**src/rtl/vram_fill.sv**
```systemverilog
`default_nettype none
// ============================================================================
// Module      : vram_fill
// Description : Command-driven rectangle fill engine. Writes a solid 3-bit
//               colour into a 256x256 VRAM at one pixel per clock. Commands
//               arrive through a small FIFO with a valid/ready handshake.
//               A command may wait for the start of vertical sync so that
//               the fill does not tear against the scan-out.
// Revision    : 1.0 - initial release
// ----------------------------------------------------------------------------
// Ports
//   CLK          in   1  system / pixel clock
//   I_RESET      in   1  asynchronous active-high reset
//   I_CMD_VALID  in   1  command present
//   O_CMD_READY  out  1  command FIFO not full
//   I_CMD_X      in   8  left column X0
//   I_CMD_Y      in   8  top row Y0
//   I_CMD_W      in   9  width in pixels (0 = no-op)
//   I_CMD_H      in   9  height in pixels (0 = no-op)
//   I_CMD_COLOR  in   3  fill colour {G,B,R}
//   I_CMD_SYNC   in   1  wait for VSYNC falling edge before writing
//   I_VSYNC      in   1  active-low vertical sync from scan-out
//   O_VRAM_WE    out  1  write strobe
//   O_VRAM_ADDR  out 16  {row, col}
//   O_VRAM_DATA  out  3  pixel data (0 when not writing)
//   O_BUSY       out  1  FIFO non-empty or engine not idle
//   O_DONE       out  1  one-cycle pulse per completed command
// ============================================================================
module vram_fill #(
    parameter int CMD_DEPTH = 2
) (
    input  logic        CLK,
    input  logic        I_RESET,
    input  logic        I_CMD_VALID,
    output logic        O_CMD_READY,
    input  logic [7:0]  I_CMD_X,
    input  logic [7:0]  I_CMD_Y,
    input  logic [8:0]  I_CMD_W,
    input  logic [8:0]  I_CMD_H,
    input  logic [2:0]  I_CMD_COLOR,
    input  logic        I_CMD_SYNC,
    input  logic        I_VSYNC,
    output logic        O_VRAM_WE,
    output logic [15:0] O_VRAM_ADDR,
    output logic [2:0]  O_VRAM_DATA,
    output logic        O_BUSY,
    output logic        O_DONE
);

    localparam int AW = (CMD_DEPTH > 1) ? $clog2(CMD_DEPTH) : 1;
    localparam int CW = 38;   // {X, Y, W, H, COLOR, SYNC}

    typedef enum logic [1:0] {
        S_IDLE    = 2'd0,
        S_WAIT_VS = 2'd1,
        S_FILL    = 2'd2,
        S_DONE    = 2'd3
    } state_t;

    // ------------------------------------------------------------------
    // Command FIFO. Pointers carry one extra wrap bit so that full and
    // empty are distinguishable without a separate counter.
    // ------------------------------------------------------------------
    logic [CW-1:0] fifo_mem [CMD_DEPTH];
    logic [AW:0]   wr_ptr_q;
    logic [AW:0]   rd_ptr_q;
    logic          fifo_empty;
    logic          fifo_full;
    logic          fifo_push;
    logic          fifo_pop;
    logic [CW-1:0] head;

    state_t        state_q;

    assign fifo_empty = (wr_ptr_q == rd_ptr_q);
    assign fifo_full  = (wr_ptr_q[AW-1:0] == rd_ptr_q[AW-1:0]) &&
                        (wr_ptr_q[AW] != rd_ptr_q[AW]);
    assign fifo_push  = I_CMD_VALID && !fifo_full;
    assign fifo_pop   = (state_q == S_IDLE) && !fifo_empty;
    assign head       = fifo_mem[rd_ptr_q[AW-1:0]];

    always_ff @(posedge CLK) begin
        if (fifo_push) begin
            fifo_mem[wr_ptr_q[AW-1:0]] <= {I_CMD_X, I_CMD_Y, I_CMD_W, I_CMD_H,
                                           I_CMD_COLOR, I_CMD_SYNC};
        end
    end

    always_ff @(posedge CLK or posedge I_RESET) begin
        if (I_RESET) begin
            wr_ptr_q <= '0;
            rd_ptr_q <= '0;
        end else begin
            if (fifo_push) begin
                wr_ptr_q <= wr_ptr_q + 1'b1;
            end
            if (fifo_pop) begin
                rd_ptr_q <= rd_ptr_q + 1'b1;
            end
        end
    end

    // ------------------------------------------------------------------
    // Head-of-queue decode and clipping to the 256x256 screen.
    // ------------------------------------------------------------------
    logic [7:0] h_x;
    logic [7:0] h_y;
    logic [8:0] h_w;
    logic [8:0] h_h;
    logic [2:0] h_color;
    logic       h_sync;
    logic [8:0] rem_x;
    logic [8:0] rem_y;
    logic [8:0] clip_w;
    logic [8:0] clip_h;
    logic [7:0] last_x_d;
    logic [7:0] last_y_d;
    logic       h_noop;

    assign {h_x, h_y, h_w, h_h, h_color, h_sync} = head;

    assign rem_x  = 9'd256 - {1'b0, h_x};
    assign rem_y  = 9'd256 - {1'b0, h_y};
    assign clip_w = (h_w < rem_x) ? h_w : rem_x;
    assign clip_h = (h_h < rem_y) ? h_h : rem_y;
    assign h_noop = (h_w == 9'd0) || (h_h == 9'd0);

    // X0 + Wc - 1 never exceeds 255, so modulo-256 arithmetic is exact even
    // when Wc == 256 (its low byte is 0 and X0 must be 0).
    assign last_x_d = h_x + clip_w[7:0] - 8'd1;
    assign last_y_d = h_y + clip_h[7:0] - 8'd1;

    // ------------------------------------------------------------------
    // Fill state machine.
    // ------------------------------------------------------------------
    logic       vs_q;
    logic [7:0] cur_x_q;
    logic [7:0] cur_y_q;
    logic [7:0] x0_q;
    logic [7:0] last_x_q;
    logic [7:0] last_y_q;
    logic [2:0] color_q;

    always_ff @(posedge CLK or posedge I_RESET) begin
        if (I_RESET) begin
            state_q  <= S_IDLE;
            vs_q     <= 1'b1;
            cur_x_q  <= 8'd0;
            cur_y_q  <= 8'd0;
            x0_q     <= 8'd0;
            last_x_q <= 8'd0;
            last_y_q <= 8'd0;
            color_q  <= 3'd0;
        end else begin
            vs_q <= I_VSYNC;
            case (state_q)
                S_IDLE: begin
                    if (!fifo_empty) begin
                        cur_x_q  <= h_x;
                        cur_y_q  <= h_y;
                        x0_q     <= h_x;
                        last_x_q <= last_x_d;
                        last_y_q <= last_y_d;
                        color_q  <= h_color;
                        if (h_noop) begin
                            state_q <= S_DONE;
                        end else if (h_sync) begin
                            state_q <= S_WAIT_VS;
                        end else begin
                            state_q <= S_FILL;
                        end
                    end
                end
                S_WAIT_VS: begin
                    // vs_q tracks VSYNC from the pop cycle onward, so an edge
                    // seen before this state was entered cannot trigger here.
                    if (vs_q && !I_VSYNC) begin
                        state_q <= S_FILL;
                    end
                end
                S_FILL: begin
                    if (cur_x_q == last_x_q) begin
                        if (cur_y_q == last_y_q) begin
                            state_q <= S_DONE;
                        end else begin
                            cur_x_q <= x0_q;
                            cur_y_q <= cur_y_q + 8'd1;
                        end
                    end else begin
                        cur_x_q <= cur_x_q + 8'd1;
                    end
                end
                S_DONE: begin
                    state_q <= S_IDLE;
                end
                default: begin
                    state_q <= S_IDLE;
                end
            endcase
        end
    end

    // ------------------------------------------------------------------
    // Outputs: all decoded directly from registered state.
    // ------------------------------------------------------------------
    assign O_CMD_READY = !fifo_full;
    assign O_VRAM_WE   = (state_q == S_FILL);
    assign O_VRAM_ADDR = {cur_y_q, cur_x_q};
    assign O_VRAM_DATA = O_VRAM_WE ? color_q : 3'd0;
    assign O_DONE      = (state_q == S_DONE);
    assign O_BUSY      = !fifo_empty || (state_q != S_IDLE);

endmodule
`default_nettype wire

```
**config.mk**
```make
export PLATFORM = sky130hd
export DESIGN_NAME = vram_fill
export DESIGN_NICKNAME = d
export VERILOG_FILES = /design/src/rtl/vram_fill.sv
export SDC_FILE = /design/constraint.sdc
export NUM_CORES = 1
export LEC_CHECK = 0
export ABC_AREA = 1
export CAP_MARGIN = 40
export CORE_MARGIN = 2
export CORE_UTILIZATION = 55
export CTS_BUF_LIST = sky130_fd_sc_hd__clkbuf_4 sky130_fd_sc_hd__clkbuf_8 sky130_fd_sc_hd__clkbuf_16
export CTS_CLUSTER_DIAMETER = 80
export DETAILED_ROUTE_END_ITERATION = 8
export GPL_TIMING_DRIVEN = 1
export HOLD_SLACK_MARGIN = 0.05
export PLACE_DENSITY = 0.76
export SLEW_MARGIN = 10
export SYNTH_ARGS = -nofsm -noshare
export SYNTH_HDL_FRONTEND = slang
export SYNTH_SLANG_ARGS = --single-unit
```
**constraint.sdc**
```tcl
create_clock -name CLK -period 12.6 [get_ports CLK]
set_clock_uncertainty 0.05 [all_clocks]
set_input_delay 1.89 -clock CLK [delete_from_list [all_inputs] [get_ports CLK]]
set_output_delay 1.89 -clock CLK [all_outputs]
set_load 0.05 [all_outputs]
```
### After elaboration in Yosys (flattened, before gate mapping)

Memories as Yosys holds them, arrays and structs flattened.
Index checks and enable logic that the tools add are counted.

| word-level totals | value |
|---|---|
| flip-flop bits (word level) | 50 |
| bits in writable memories | 76 |
| bits of input ports | 42 |
| output and inout port bits | 23 |
| logic and storage cells | 76 |
| memories | 1 |

| cells by class | value |
|---|---|
| add/subtract/negate cells | 10 |
| $lt $le $gt $ge | 2 |
| equality and inequality tests | 14 |
| muxes and demuxes | 20 |
| bitwise gates (word level) | 1 |
| reduce and logical (&&, ||, !) cells | 18 |

Memory list:

| name | words | width | read ports | clocked after Yosys merged registers in | write ports | line | source |
|---|---|---|---|---|---|---|---|
| fifo_mem | 2 | 38 | 1 | 0 | 1 | 64 | `logic [CW-1:0] fifo_mem [CMD_DEPTH];` |

Operators with widths:

| operator | number |
|---|---|
| $mux 8 | 8 |
| $pmux 8 s2 | 2 |
| $logic_not 9->1 | 2 |
| $lt 9x9->1 | 2 |
| $sub 9x8->9 const A | 2 |
| $add 8x1->8 const B | 2 |
| $add 8x8->8 | 2 |
| $eq 8x8->1 | 2 |
| $sub 8x1->8 const B | 2 |
| $mux 2 | 6 |
| $pmux 2 s4 | 1 |
| $reduce_and 4->1 | 2 |
| $ne 2x2->1 const B | 3 |
| $add 2x1->2 const B | 2 |
| $eq 2x2->1 const B | 2 |
| $logic_and 1x1->1 | 4 |
| $ne 2x1->1 const B | 2 |
| $reduce_bool 2->1 | 2 |
| $logic_not 1->1 | 3 |
| $mux 3 | 1 |
| $ne 3x3->1 const B | 1 |
| $reduce_and 3->1 | 1 |
| $eq 2x1->1 const B | 1 |
| $eq 2x2->1 | 1 |
| other kinds (7) | 9 |

### Longest topological paths before layout

Gate-level depths: netlist of the first run.

| depth | value |
|---|---|
| depth after elaboration | 6 |
| depth in mapped cells | 36 |
| mapped depth without buffers | 33 |

### Worst setup path before layout of the first run

No wires, ideal clock.

| path | value |
|---|---|
| path kind | reg2reg |
| start | register rd_ptr_q[0] |
| end | register last_x_q[7] |
| setup time | 0.117 ns |
| arrival time | 4.008 ns |
| required time | 12.433 ns |
| slack | 8.425 ns |
| cell stages (with the launch flop) | 36 |
| buffers on the path | 3 |
| period minus slack after synthesis | 4.175 ns |
| cell sequence | dfrtp_1 > buf_4 > inv_4 > buf_6 > nand2_1 > nand2_1 > inv_1 > ha_1 > inv_1 > nor2_1 > nand2_1 > nor2_1 > nand2_1 > xor2_1 > ha_1 > nand2_1 > nor2_1 > and2_1 > nand2_1 > nand3_2 > buf_2 > nand2_1 > o21ai_1 > ha_1 > inv_1 > ha_1 > inv_1 > fa_1 > inv_1 > nand3_1 > nand3_1 > nand2_1 > nand2_1 > nand3_1 > nand3_1 > nand2_1 |

| between the ends | value |
|---|---|
| longest elaborated chain between the ends | 6 |
| elaborated cells on any way between the ends | 9 |
| classes of those cells | add/sub (3); order compare (1); eq/ne (1); mux (1); bitwise (1); reduce/logical (1); memory (1) |

RTL lines:

| item | line | source |
|---|---|---|
| start: declaration | 66 | `logic [AW:0] rd_ptr_q;` |
| start signal: assignment | 98 | `rd_ptr_q <= rd_ptr_q + 1'b1;` |
| $mem_v2 2x38 | -- |  |
| $sub 9x8->9 | 122 | `assign rem_x = 9'd256 - {1'b0, h_x};` |
| $lt 9x9->1 | 124 | `assign clip_w = (h_w < rem_x) ? h_w : rem_x;` |
| $mux 8 | 124 |  |
| $add 8x8->8 | 130 | `assign last_x_d = h_x + clip_w[7:0] - 8'd1;` |
| $sub 8x1->8 | 130 |  |
| end signal: assignment | 162 | `last_x_q <= last_x_d;` |
| end: declaration | 140 | `logic [7:0] last_x_q;` |

Parallel ways exist; a longest one is shown, timed or not.
A chain may end at the register's enable or synchronous reset.

### Final worst setup path of the first run

Ends and elaborated chain as after synthesis.

==> flow_summary.html, run 1 <==
<table>
<tr><th>Metric</th><th>Value</th></tr>
<tr><th colspan="2">Synth</th></tr>
<tr><td>Synthesis-stage register bit count</td><td>between 100 and 150</td></tr>
<tr><td>Post-synth design cell area</td><td>7570 sq um</td></tr>
<tr><td>Mean area per synthesized cell</td><td>8.32 sq um</td></tr>
<tr><td>Sequential element share of the synthesized area</td><td>0.467</td></tr>
<tr><td>Cell count after synthesis</td><td>909</td></tr>
<tr><td>Number of nets in the synthesized netlist</td><td>approximately 1000</td></tr>
<tr><td>Synth warn</td><td>0</td></tr>
<tr><td>Number of enable flip-flop cells after synthesis</td><td>76</td></tr>
<tr><td>Share of flip-flops with an asynchronous set or reset</td><td>0.397</td></tr>
<tr><td>Number of unique standard cell types used by synthesis</td><td>38</td></tr>
<tr><td>Post-synth top flop</td><td>sky130_fd_sc_hd__edfxtp_1</td></tr>
<tr><th colspan="2">Critical path</th></tr>
<tr><td>WP data required</td><td>12.85 ns</td></tr>
<tr><td>Worst Path Buf+Inv</td><td>7</td></tr>
<tr><td>Kind of launch point of the worst setup path</td><td>flip-flop</td></tr>
<tr><td>Crit-path most repeated cell</td><td>sky130_fd_sc_hd__nand2_1</td></tr>
<tr><td>Setup crit end kind</td><td>flip-flop</td></tr>
<tr><td>Crit path arrival time</td><td>5.33 ns</td></tr>
<tr><td>Dominant delay contributor by cell family on the critical path</td><td>simple AND/OR/NAND/NOR gates</td></tr>
<tr><td>Cell type of the slowest stage on the worst timing path</td><td>sky130_fd_sc_hd__buf_4</td></tr>
<tr><td>Class of the most critical setup path</td><td>reg2reg</td></tr>
<tr><td>Delay of the slowest critical-path stage</td><td>0.47 ns</td></tr>
<tr><td>Maximum net fanout on the critical path</td><td>54</td></tr>
<tr><th colspan="2">Detailed routing</th></tr>
<tr><td>Detailed-route via count</td><td>5881</td></tr>
<tr><td>Post-DR wirelength/cell</td><td>13.5 um</td></tr>
<tr><td>WL final</td><td>15700 um</td></tr>
<tr><td>Number of antenna-violating nets in the routed design</td><td>0</td></tr>
<tr><td>Residual DRC count</td><td>0</td></tr>
<tr><td>Wire length on met2</td><td>roughly 6900 um</td></tr>
<tr><td>Detailed-routing wirelength on met1</td><td>7660 um</td></tr>
<tr><td>Average via count per standard cell</td><td>5.05</td></tr>
<tr><td>Met3 wire len</td><td>929 um</td></tr>
<tr><td>Number of iterations in the first detailed-routing pass</td><td>6</td></tr>
<tr><td>Count of routing violations after the opening detailed-route iteration</td><td>450</td></tr>
<tr><td>Uppermost routed layer</td><td>met4</td></tr>
<tr><th colspan="2">Global route</th></tr>
<tr><td>Number of global-route vias before repair</td><td>5356</td></tr>
<tr><td>Pin count of the biggest net entering global routing</td><td>55</td></tr>
<tr><td>Wire length of the first global-routing pass</td><td>26000 um</td></tr>
<tr><td>Total congestion overflow after global routing</td><td>0</td></tr>
<tr><td>Total Routing Usage GR</td><td>0.227</td></tr>
<tr><td>Initial antenna violation count</td><td>0</td></tr>
<tr><th colspan="2">Finish</th></tr>
<tr><td>Antenna diode count</td><td>0</td></tr>
<tr><td>Layout cell share with drive strength beyond 1</td><td>0.0698</td></tr>
<tr><td>Most frequent standard cell in the layout excluding fill and tap cells</td><td>sky130_fd_sc_hd__nand2_1</td></tr>
<tr><td>Count of fill cells added during filler insertion</td><td>1059</td></tr>
<tr><td>Most used cells in the layout excluding fill and tap cells</td><td>317 x sky130_fd_sc_hd__nand2_1, 141 x sky130_fd_sc_hd__inv_1, 76 x sky130_fd_sc_hd__edfxtp_1</td></tr>
<tr><td>Fin nets</td><td>1069</td></tr>
<tr><td>Area growth from synthesis to layout</td><td>19.6%</td></tr>
<tr><td>Layout Utilization</td><td>0.678</td></tr>
<tr><th colspan="2">Placed design</th></tr>
<tr><td>Placer Congestion</td><td>0.956</td></tr>
<tr><td>Worst slack at placement</td><td>approximately 7.5 ns</td></tr>
<tr><td>Half-perimeter wire length after placement</td><td>11100 um</td></tr>
<tr><td>Count of port buffers added during placement</td><td>64</td></tr>
<tr><th colspan="2">Timing</th></tr>
<tr><td>Setup-violating endpoint count in the final report</td><td>0</td></tr>
<tr><td>Total count of max-transition violations in the final report</td><td>0</td></tr>
<tr><td>Maximum clock frequency</td><td>0.197 GHz</td></tr>
<tr><td>Post-route clock period utilization</td><td>0.403</td></tr>
<tr><td>Worst Setup Slack, final</td><td>7.52 ns</td></tr>
<tr><td>Number of hold-slack violations in the final timing report</td><td>0</td></tr>
<tr><td>Final setup TNS</td><td>0 ns</td></tr>
<tr><td>Final Critical Period</td><td>slightly above 5 ns</td></tr>
<tr><td>Slew at the pin with the worst max-slew slack</td><td>0.733 ns</td></tr>
<tr><td>Setup repair after global routing missed its margin</td><td>no</td></tr>
<tr><td>Tightest slew margin relative to the limit</td><td>0.510</td></tr>
<tr><th colspan="2">Clock network</th></tr>
<tr><td>Number of sinks handled by clock tree synthesis</td><td>126</td></tr>
<tr><td>CTS H-tree lvls</td><td>4</td></tr>
<tr><td>Number of gates given a new drive strength after cts</td><td>0</td></tr>
<tr><td>TritonCTS clock tree</td><td>yes</td></tr>
<tr><td>Worst-skew pair later-pin latency</td><td>0.42 ns</td></tr>
<tr><td>TritonCTS buffer count</td><td>17</td></tr>
<tr><td>Number of buffers between clock root and the deepest sink</td><td>2</td></tr>
<tr><td>Clock transition at the register clock pins on the worst setup and hold paths after CTS</td><td>roughly 0.06 ns</td></tr>
<tr><td>Root buffer selected by CTS</td><td>sky130_fd_sc_hd__clkbuf_16</td></tr>
<tr><td>Post-cts hold buffer count</td><td>0</td></tr>
<tr><td>Post-CTS setup-driven buffer insertion count</td><td>0</td></tr>
<tr><th colspan="2">Hold path</th></tr>
<tr><td>HP Class</td><td>reg2reg</td></tr>
<tr><th colspan="2">Floorplan</th></tr>
<tr><td>Core Footprint</td><td>about 13000 sq um</td></tr>
<tr><td>Die height</td><td>between 100 and 150 um</td></tr>
<tr><td>Die outline width</td><td>121 um</td></tr>
<tr><td>Number of ports placed on the die boundary</td><td>65</td></tr>
<tr><td>Cell Rows</td><td>42</td></tr>
<tr><td>Full die area</td><td>around 15000 sq um</td></tr>
<tr><td>Starting density of the core</td><td>0.567</td></tr>
<tr><th colspan="2">Run</th></tr>
<tr><td>Total of max-cap violations</td><td>0</td></tr>
<tr><th colspan="2">Status</th></tr>
<tr><td>Outcome</td><td>finished clean</td></tr>
</table>
[routing by layer]
layer	GRT usage	vias up
met5	0	-
met4	0.0718	0
met3	0.0437	17
met2	0.333	174
met1	0.339	2678
li1	-	3012
[cell usage after synthesis (2+ instances only)]
cell type,number,area share
sky130_fd_sc_hd__fa_1,2,0.0053
sky130_fd_sc_hd__a21oi_1,14,0.0093
sky130_fd_sc_hd__nand2_1,317,0.16
sky130_fd_sc_hd__nand3_1,42,0.028
sky130_fd_sc_hd__or2_2,3,0.0025
sky130_fd_sc_hd__a31oi_1,3,0.0025
sky130_fd_sc_hd__buf_2,11,0.0073
sky130_fd_sc_hd__o21ai_1,9,0.0060
sky130_fd_sc_hd__xor2_1,26,0.030
sky130_fd_sc_hd__nand4_1,9,0.0074
sky130_fd_sc_hd__nor2_4,2,0.0030
sky130_fd_sc_hd__o21ai_0,37,0.024
sky130_fd_sc_hd__o21ai_2,14,0.016
sky130_fd_sc_hd__a21o_1,2,0.0020
sky130_fd_sc_hd__ha_1,50,0.083
sky130_fd_sc_hd__nor2_1,49,0.024
sky130_fd_sc_hd__buf_6,6,0.0089
sky130_fd_sc_hd__edfxtp_1,76,0.30
sky130_fd_sc_hd__nand2b_1,2,0.0017
sky130_fd_sc_hd__nand3_2,2,0.0026
sky130_fd_sc_hd__inv_1,142,0.070
sky130_fd_sc_hd__clkbuf_1,3,0.0015
sky130_fd_sc_hd__dfrtp_1,49,0.16
sky130_fd_sc_hd__buf_4,2,0.0020
sky130_fd_sc_hd__xnor2_1,13,0.015
sky130_fd_sc_hd__nand3b_1,10,0.0099
sky130_fd_sc_hd__inv_2,2,0.00099
sky130_fd_sc_hd__nand2_4,2,0.0030
[per-stage QoR]
| stage | cells | instance area (sq um) | hold WS (ns) |
|---|---|---|---|
| detailed placement | 1132 | 8410 | 0.417 |
| CTS | 1164 | 9050 | 0.432 |
| global placement | 1127 | 8300 | 0.408 |
| finish | 1164 | 9050 | 0.428 |
| global route | 1164 | 9050 | 0.450 |
| floorplan | 909 | 7570 | 0.394 |
[worst reg2reg max path, delay by kind of cell (launching register included)]
kind,cells,cell delay [ns]
buffers and inverters,7,1.13
XOR/XNOR,1,0.20
AND/OR/NAND/NOR,18,1.73
flip-flops,1,0.33
AO/OA/AOI/OAI,1,0.24
adder cells (fa/ha/maj),5,1.29
[logic make-up after synthesis]
group	after synthesis	share of synthesized area
flops	126	0.467
fa+ha+maj	52	0.0880
simple gates	443	0.245
buf+inv	169	0.0929
compound gates	80	0.0614
xor+xnor	39	0.0451
[state kept, by name, indices dropped and copies added, names as in the netlist]
signal    flops
color_q       3
cur_x_q       8
cur_y_q       8
fifo_mem     76
last_x_q      8
last_y_q      8
rd_ptr_q      2
state_q       2
vs_q          1
wr_ptr_q      2
x0_q          8
[area by class of cell]
class / instances / area, sq um / share of cell area
timing repair buffer: 70 / 758 / 0.0838
tap: 176 / 220 / 0.0243
clock inverter: 15 / 219 / 0.0242
sequential: 126 / 3540 / 0.391
inverter: 146 / 551 / 0.0608
clock buffer: 17 / 425 / 0.0470
multi-input combinational: 614 / 3340 / 0.369
[path summary, 6_finish.rpt]
kind                                  start          end  slack, ns  depth (start not counted)
worst max-delay path            rd_ptr_q[0]  last_x_q[7]       7.52                         32
worst min-delay path                x0_q[3]      x0_q[3]       0.43                          2
worst max register to register  rd_ptr_q[0]  last_x_q[7]       7.52                         32
worst min register to register      x0_q[3]      x0_q[3]       0.43                          2
max in group asynchronous           I_RESET  rd_ptr_q[0]      10.28                          3
min in group asynchronous           I_RESET   cur_x_q[5]       1.71                          2
Power of run 1 is left out: the tool's default activity adds up to more than one toggle a clock period on the data nets, which glitch-free logic cannot reach.
==> inputs of run 2 (changes only) <==
==> constraint.sdc (replaced) <==
create_clock -name CLK -period 4.85 [get_ports CLK]
set_clock_uncertainty 0.05 [all_clocks]
set_input_delay 0.7275 -clock CLK [delete_from_list [all_inputs] [get_ports CLK]]
set_output_delay 0.7275 -clock CLK [all_outputs]
set_load 0.05 [all_outputs]
==> flow_summary.html, run 2 (synthesized netlist as in run 1, its figures left out) <==
<table>
<tr><th>Metric</th><th>Value</th></tr>
<tr><th colspan="2">Critical path</th></tr>
<tr><td>Reg-to-reg slack, setup</td><td>0.39 ns</td></tr>
<tr><td>Crit path arrival time</td><td>4.71 ns</td></tr>
<tr><td>Setup crit end kind</td><td>flip-flop</td></tr>
<tr><td>Worst Path Buf+Inv</td><td>5</td></tr>
<tr><td>Dominant delay contributor by cell family on the critical path</td><td>simple AND/OR/NAND/NOR gates</td></tr>
<tr><td>Maximum net fanout on the critical path</td><td>23</td></tr>
<tr><td>Class of the most critical setup path</td><td>reg2reg</td></tr>
<tr><td>Crit-path most repeated cell</td><td>sky130_fd_sc_hd__nand2_1</td></tr>
<tr><td>Cell type of the slowest stage on the worst timing path</td><td>sky130_fd_sc_hd__dfrtp_2</td></tr>
<tr><td>WP data required</td><td>5.10 ns</td></tr>
<tr><td>Kind of launch point of the worst setup path</td><td>flip-flop</td></tr>
<tr><td>Delay of the slowest critical-path stage</td><td>0.47 ns</td></tr>
<tr><th colspan="2">Floorplan</th></tr>
<tr><td>Number of ports placed on the die boundary</td><td>65</td></tr>
<tr><td>Cell Rows</td><td>42</td></tr>
<tr><td>Die height</td><td>roughly 120 um</td></tr>
<tr><td>Starting density of the core</td><td>0.567</td></tr>
<tr><td>Die outline width</td><td>121 um</td></tr>
<tr><td>Core Footprint</td><td>about 13000 sq um</td></tr>
<tr><td>Full die area</td><td>14700 sq um</td></tr>
<tr><th colspan="2">Finish</th></tr>
<tr><td>Antenna diode count</td><td>0</td></tr>
<tr><td>Count of fill cells added during filler insertion</td><td>1075</td></tr>
<tr><td>Layout cell share with drive strength beyond 1</td><td>0.0804</td></tr>
<tr><td>Most used cells in the layout excluding fill and tap cells</td><td>317 x sky130_fd_sc_hd__nand2_1, 141 x sky130_fd_sc_hd__inv_1, 76 x sky130_fd_sc_hd__edfxtp_1</td></tr>
<tr><td>Number of flip-flops under the largest register name</td><td>between 70 and 80</td></tr>
<tr><td>Fin nets</td><td>1076</td></tr>
<tr><td>Most frequent standard cell in the layout excluding fill and tap cells</td><td>sky130_fd_sc_hd__nand2_1</td></tr>
<tr><td>Area growth from synthesis to layout</td><td>19.6%</td></tr>
<tr><th colspan="2">Clock network</th></tr>
<tr><td>Root buffer selected by CTS</td><td>sky130_fd_sc_hd__clkbuf_16</td></tr>
<tr><td>TritonCTS clock tree</td><td>yes</td></tr>
<tr><td>Post-CTS setup-driven buffer insertion count</td><td>0</td></tr>
<tr><td>Number of buffers between clock root and the deepest sink</td><td>2</td></tr>
<tr><td>Worst-skew pair later-pin latency</td><td>0.43 ns</td></tr>
<tr><td>Number of gates given a new drive strength after cts</td><td>0</td></tr>
<tr><td>Clock transition at the register clock pins on the worst setup and hold paths after CTS</td><td>0.06 ns</td></tr>
<tr><td>Post-cts hold buffer count</td><td>0</td></tr>
<tr><td>TritonCTS buffer count</td><td>17</td></tr>
<tr><td>CTS H-tree lvls</td><td>4</td></tr>
<tr><td>Number of sinks handled by clock tree synthesis</td><td>126</td></tr>
<tr><th colspan="2">Global route</th></tr>
<tr><td>Total congestion overflow after global routing</td><td>0</td></tr>
<tr><td>Wire length of the first global-routing pass</td><td>25600 um</td></tr>
<tr><td>Total Routing Usage GR</td><td>0.225</td></tr>
<tr><td>Number of global-route vias before repair</td><td>5200</td></tr>
<tr><td>Pin count of the biggest net entering global routing</td><td>51</td></tr>
<tr><td>Initial antenna violation count</td><td>0</td></tr>
<tr><th colspan="2">Timing</th></tr>
<tr><td>Final Critical Period</td><td>4.46 ns</td></tr>
<tr><td>Post-route clock period utilization</td><td>0.920</td></tr>
<tr><td>Maximum clock frequency</td><td>0.224 GHz</td></tr>
<tr><td>Setup-violating endpoint count in the final report</td><td>0</td></tr>
<tr><td>Number of hold-slack violations in the final timing report</td><td>0</td></tr>
<tr><td>Total count of max-transition violations in the final report</td><td>0</td></tr>
<tr><td>Worst hold-check slack</td><td>0.426 ns</td></tr>
<tr><td>Tightest slew margin relative to the limit</td><td>0.576</td></tr>
<tr><td>Slew at the pin with the worst max-slew slack</td><td>~0.64 ns</td></tr>
<tr><td>Final setup TNS</td><td>0 ns</td></tr>
<tr><td>Setup repair after global routing missed its margin</td><td>no</td></tr>
<tr><th colspan="2">Detailed routing</th></tr>
<tr><td>WL final</td><td>15600 um</td></tr>
<tr><td>Detailed-route via count</td><td>between 5000 and 6000</td></tr>
<tr><td>Count of routing violations after the opening detailed-route iteration</td><td>379</td></tr>
<tr><td>Number of antenna-violating nets in the routed design</td><td>0</td></tr>
<tr><td>Residual DRC count</td><td>0</td></tr>
<tr><td>Number of iterations in the first detailed-routing pass</td><td>5</td></tr>
<tr><td>Average via count per standard cell</td><td>4.97</td></tr>
<tr><td>Post-DR wirelength/cell</td><td>between 10 and 15 um</td></tr>
<tr><th colspan="2">Placed design</th></tr>
<tr><td>Placer Congestion</td><td>0.888</td></tr>
<tr><td>Half-perimeter wire length after placement</td><td>11600 um</td></tr>
<tr><td>Count of port buffers added during placement</td><td>64</td></tr>
<tr><th colspan="2">Hold path</th></tr>
<tr><td>HP Class</td><td>reg2reg</td></tr>
<tr><th colspan="2">Status</th></tr>
<tr><td>Outcome</td><td>finished clean</td></tr>
<tr><th colspan="2">Run</th></tr>
<tr><td>Total of max-cap violations</td><td>0</td></tr>
</table>
-- run 2: path summary, 6_finish.rpt --
path,endpoint,startpoint,cells past startpoint
min in group asynchronous,cur_y_q[6],I_RESET,3
worst max register to register,last_y_q[7],rd_ptr_q[0],27
worst min register to register,x0_q[4],x0_q[4],2
worst max-delay path,last_y_q[7],rd_ptr_q[0],27
worst min-delay path,x0_q[4],x0_q[4],2
max in group asynchronous,rd_ptr_q[0],I_RESET,3
-- run 2: through the flow --
| step | worst slack, ns | utilization | std cells | cell area [sq um] |
|---|---|---|---|---|
| 2_1_floorplan | 0.675 | - | 909 | 7570 |
| 3_3_place_gp | 0.366 | 0.627 | 1137 | 8370 |
| 3_5_place_dp | 0.326 | 0.631 | 1139 | 8420 |
| 4_1_cts | 0.291 | 0.677 | 1171 | 9030 |
| 5_1_grt | 0.00563 | 0.678 | 1171 | 9050 |
| 6_report | 0.389 | 0.678 | 1171 | 9050 |
-- run 2: final cells by class --
type                            instances  area, sq um  share of cell area
Timing Repair Buffer                   77          771              0.0851
Multi-Input combinational cell        614         3360               0.371
Clock buffer                           17          425              0.0470
Inverter                              146          553              0.0611
Clock inverter                         15          186              0.0206
Sequential cell                       126         3540               0.391
Tap cell                              176          220              0.0243
-- run 2: worst reg2reg max path, stage by stage (launching register included) --
cell	delay, ns
sky130_fd_sc_hd__dfrtp_2	0.47
sky130_fd_sc_hd__buf_4	0.32
sky130_fd_sc_hd__nand2_1	0.08
sky130_fd_sc_hd__nand2_1	0.16
sky130_fd_sc_hd__inv_1	0.09
sky130_fd_sc_hd__ha_1	0.26
sky130_fd_sc_hd__nand4_1	0.15
sky130_fd_sc_hd__xor2_1	0.22
sky130_fd_sc_hd__ha_1	0.28
sky130_fd_sc_hd__nand2_1	0.07
sky130_fd_sc_hd__a21oi_1	0.06
sky130_fd_sc_hd__nor2_1	0.15
sky130_fd_sc_hd__nand3_2	0.22
sky130_fd_sc_hd__inv_1	0.17
sky130_fd_sc_hd__nand2_1	0.06
sky130_fd_sc_hd__o21ai_0	0.08
sky130_fd_sc_hd__ha_1	0.19
sky130_fd_sc_hd__inv_1	0.04
sky130_fd_sc_hd__ha_1	0.20
sky130_fd_sc_hd__fa_1	0.43
sky130_fd_sc_hd__nand3_1	0.13
sky130_fd_sc_hd__nand3_1	0.08
sky130_fd_sc_hd__nand2_1	0.07
sky130_fd_sc_hd__nand2_1	0.06
sky130_fd_sc_hd__inv_1	0.05
sky130_fd_sc_hd__nand2_1	0.04
sky130_fd_sc_hd__nand3_1	0.06
sky130_fd_sc_hd__nand2_1	0.08
-- run 2: routing by layer --
layer / GRT usage / share of wire / vias up
li1: - / - / 3035
met1: 0.325 / 0.50 / 2600
met2: 0.337 / 0.43 / 154
met3: 0.0470 / 0.050 / 30
met4: 0.0812 / 0.019 / 0
met5: 0 / 0 / -
Power of run 2 is left out for the same reason.
==> inputs of run 3 (changes only) <==
--- a/config.mk
+++ b/config.mk
@@ -15,7 +15,7 @@
 export GPL_TIMING_DRIVEN = 1
 export HOLD_SLACK_MARGIN = 0.05
 export PLACE_DENSITY = 0.76
-export SLEW_MARGIN = 10
+export SLEW_MARGIN = 20
 export SYNTH_ARGS = -nofsm -noshare
 export SYNTH_HDL_FRONTEND = slang
 export SYNTH_SLANG_ARGS = --single-unit
==> constraint.sdc (replaced) <==
create_clock -name CLK -period 4.9 [get_ports CLK]
set_clock_uncertainty 0.05 [all_clocks]
set_input_delay 0.735 -clock CLK [delete_from_list [all_inputs] [get_ports CLK]]
set_output_delay 0.735 -clock CLK [all_outputs]
set_load 0.05 [all_outputs]
==> flow_summary.html, run 3 (synthesized netlist as in run 1, its figures left out) <==
<table>
<tr><th>Metric</th><th>Value</th></tr>
<tr><th colspan="2">Floorplan</th></tr>
<tr><td>Core Footprint</td><td>13300 sq um</td></tr>
<tr><td>Number of ports placed on the die boundary</td><td>65</td></tr>
<tr><td>Cell Rows</td><td>between 40 and 50</td></tr>
<tr><td>Full die area</td><td>14700 sq um</td></tr>
<tr><td>Die outline width</td><td>121 um</td></tr>
<tr><td>Die height</td><td>121 um</td></tr>
<tr><td>Starting density of the core</td><td>0.567</td></tr>
<tr><th colspan="2">Detailed routing</th></tr>
<tr><td>Count of routing violations after the opening detailed-route iteration</td><td>between 400 and 500</td></tr>
<tr><td>Detailed-route via count</td><td>~5800</td></tr>
<tr><td>Number of antenna-violating nets in the routed design</td><td>0</td></tr>
<tr><td>WL final</td><td>15800 um</td></tr>
<tr><td>Number of iterations in the first detailed-routing pass</td><td>5</td></tr>
<tr><td>Residual DRC count</td><td>0</td></tr>
<tr><td>Post-DR wirelength/cell</td><td>13.5 um</td></tr>
<tr><td>Average via count per standard cell</td><td>4.98</td></tr>
<tr><th colspan="2">Global route</th></tr>
<tr><td>Number of global-route vias before repair</td><td>5405</td></tr>
<tr><td>Most Crowded Layer GR</td><td>met2</td></tr>
<tr><td>Total Routing Usage GR</td><td>0.232</td></tr>
<tr><td>Pin count of the biggest net entering global routing</td><td>39</td></tr>
<tr><td>Wire length of the first global-routing pass</td><td>26300 um</td></tr>
<tr><td>GR met3 Demand/Resource</td><td>0.0428</td></tr>
<tr><td>Total congestion overflow after global routing</td><td>0</td></tr>
<tr><td>Routing usage on met2</td><td>0.363</td></tr>
<tr><td>Global-route met1 utilization</td><td>0.329</td></tr>
<tr><td>Initial antenna violation count</td><td>0</td></tr>
<tr><th colspan="2">Critical path</th></tr>
<tr><td>Maximum net fanout on the critical path</td><td>22</td></tr>
<tr><td>Worst Path Buf+Inv</td><td>4</td></tr>
<tr><td>Kind of launch point of the worst setup path</td><td>flip-flop</td></tr>
<tr><td>Crit-path most repeated cell</td><td>sky130_fd_sc_hd__nand2_1</td></tr>
<tr><td>Delay of the slowest critical-path stage</td><td>0.48 ns</td></tr>
<tr><td>Dominant delay contributor by cell family on the critical path</td><td>adder cells</td></tr>
<tr><td>Class of the most critical setup path</td><td>reg2reg</td></tr>
<tr><td>Cell type of the slowest stage on the worst timing path</td><td>sky130_fd_sc_hd__dfrtp_2</td></tr>
<tr><td>Setup crit end kind</td><td>flip-flop</td></tr>
<tr><td>Crit path arrival time</td><td>4.72 ns</td></tr>
<tr><td>WP data required</td><td>5.15 ns</td></tr>
<tr><th colspan="2">Clock network</th></tr>
<tr><td>Clock transition at the register clock pins on the worst setup and hold paths after CTS</td><td>0.06 ns</td></tr>
<tr><td>Root buffer selected by CTS</td><td>sky130_fd_sc_hd__clkbuf_16</td></tr>
<tr><td>Number of sinks handled by clock tree synthesis</td><td>approximately 130</td></tr>
<tr><td>Number of buffers between clock root and the deepest sink</td><td>2</td></tr>
<tr><td>Post-cts hold buffer count</td><td>0</td></tr>
<tr><td>TritonCTS clock tree</td><td>yes</td></tr>
<tr><td>CTS H-tree lvls</td><td>4</td></tr>
<tr><td>Worst-skew pair later-pin latency</td><td>between 0.4 and 0.5 ns</td></tr>
<tr><td>TritonCTS buffer count</td><td>17</td></tr>
<tr><th colspan="2">Timing</th></tr>
<tr><td>Setup-violating endpoint count in the final report</td><td>0</td></tr>
<tr><td>Maximum clock frequency</td><td>0.224 GHz</td></tr>
<tr><td>Final Critical Period</td><td>4.46 ns</td></tr>
<tr><td>Slew at the pin with the worst max-slew slack</td><td>0.697 ns</td></tr>
<tr><td>Number of hold-slack violations in the final timing report</td><td>0</td></tr>
<tr><td>Final setup TNS</td><td>0 ns</td></tr>
<tr><td>Total count of max-transition violations in the final report</td><td>0</td></tr>
<tr><td>Tightest slew margin relative to the limit</td><td>0.535</td></tr>
<tr><td>Post-route clock period utilization</td><td>0.911</td></tr>
<tr><th colspan="2">Finish</th></tr>
<tr><td>Area growth from synthesis to layout</td><td>19.9%</td></tr>
<tr><td>Fin nets</td><td>~1100</td></tr>
<tr><td>Number of flip-flops under the largest register name</td><td>76</td></tr>
<tr><td>Layout cell share with drive strength beyond 1</td><td>0.0794</td></tr>
<tr><td>Post-route cell area</td><td>9070 sq um</td></tr>
<tr><td>Antenna diode count</td><td>0</td></tr>
<tr><td>Most frequent standard cell in the layout excluding fill and tap cells</td><td>sky130_fd_sc_hd__nand2_1</td></tr>
<tr><td>Most used cells in the layout excluding fill and tap cells</td><td>317 x sky130_fd_sc_hd__nand2_1, 141 x sky130_fd_sc_hd__inv_1, 76 x sky130_fd_sc_hd__edfxtp_1</td></tr>
<tr><th colspan="2">Status</th></tr>
<tr><td>Outcome</td><td>finished clean</td></tr>
<tr><th colspan="2">Hold path</th></tr>
<tr><td>HP Class</td><td>reg2reg</td></tr>
<tr><th colspan="2">Run</th></tr>
<tr><td>Total of max-cap violations</td><td>0</td></tr>
<tr><th colspan="2">Placed design</th></tr>
<tr><td>Count of port buffers added during placement</td><td>64</td></tr>
<tr><td>Half-perimeter wire length after placement</td><td>11700 um</td></tr>
<tr><td>Placer Congestion</td><td>0.908</td></tr>
<tr><td>Cell area reported after detailed placement</td><td>roughly 8400 sq um</td></tr>
</table>
run 3: worst min-delay path, delay by kind of cell (launching register included):
| kind | cells | cell delay (ns) |
|---|---|---|
| flops | 1 | 0.33 |
| compound gates | 1 | 0.06 |
| simple gates | 1 | 0.05 |
run 3: path summary, 6_finish.rpt:
| kind | from | slack [ns] | to | cells after the start |
|---|---|---|---|---|
| setup / recovery | rd_ptr_q[0] | 0.44 | last_y_q[7] | 26 |
| hold / removal | x0_q[3] | 0.43 | x0_q[3] | 2 |
| setup reg to reg | rd_ptr_q[0] | 0.44 | last_y_q[7] | 26 |
| hold reg to reg | x0_q[3] | 0.43 | x0_q[3] | 2 |
| max in group asynchronous | I_RESET | 3.66 | rd_ptr_q[0] | 3 |
| min in group asynchronous | I_RESET | 0.61 | cur_y_q[1] | 2 |
run 3: metrics by stage:
| stage | hold WS [ns] | std cells | setup WS, ns | utilization |
|---|---|---|---|---|
| after floorplan | 0.394 | 909 | 0.725 | - |
| after global placement | 0.407 | 1134 | 0.312 | 0.626 |
| after detailed placement | 0.415 | 1136 | 0.258 | 0.629 |
| after CTS | 0.429 | 1168 | 0.151 | 0.676 |
| after global routing | 0.440 | 1171 | -0.0140 | 0.680 |
| final | 0.428 | 1171 | 0.436 | 0.680 |
run 3: what timing repair did:
| item | CTS | global route |
|---|---|---|
| setup buffers | 0 | 3 |
| gates resized for setup | 0 | 6 |
| setup endpoints to repair | 0 | 4 |
| hold endpoints to repair | 0 | 0 |
run 3: area by class of cell:
class	count	area, sq um
clock buffer	18	433
timing repair buffer	77	774
sequential	126	3540
tap	176	220
inverter	146	553
clock inverter	14	191
fill	1105	4270
multi-input combinational	614	3370
run 3: metal layers:
layer  up-vias  wire length, um
met4         0              234
met1      2652             7710
met3        15              727
met5         -                0
li1       3036                -
met2       134             7160
Power of run 3 is left out for the same reason.
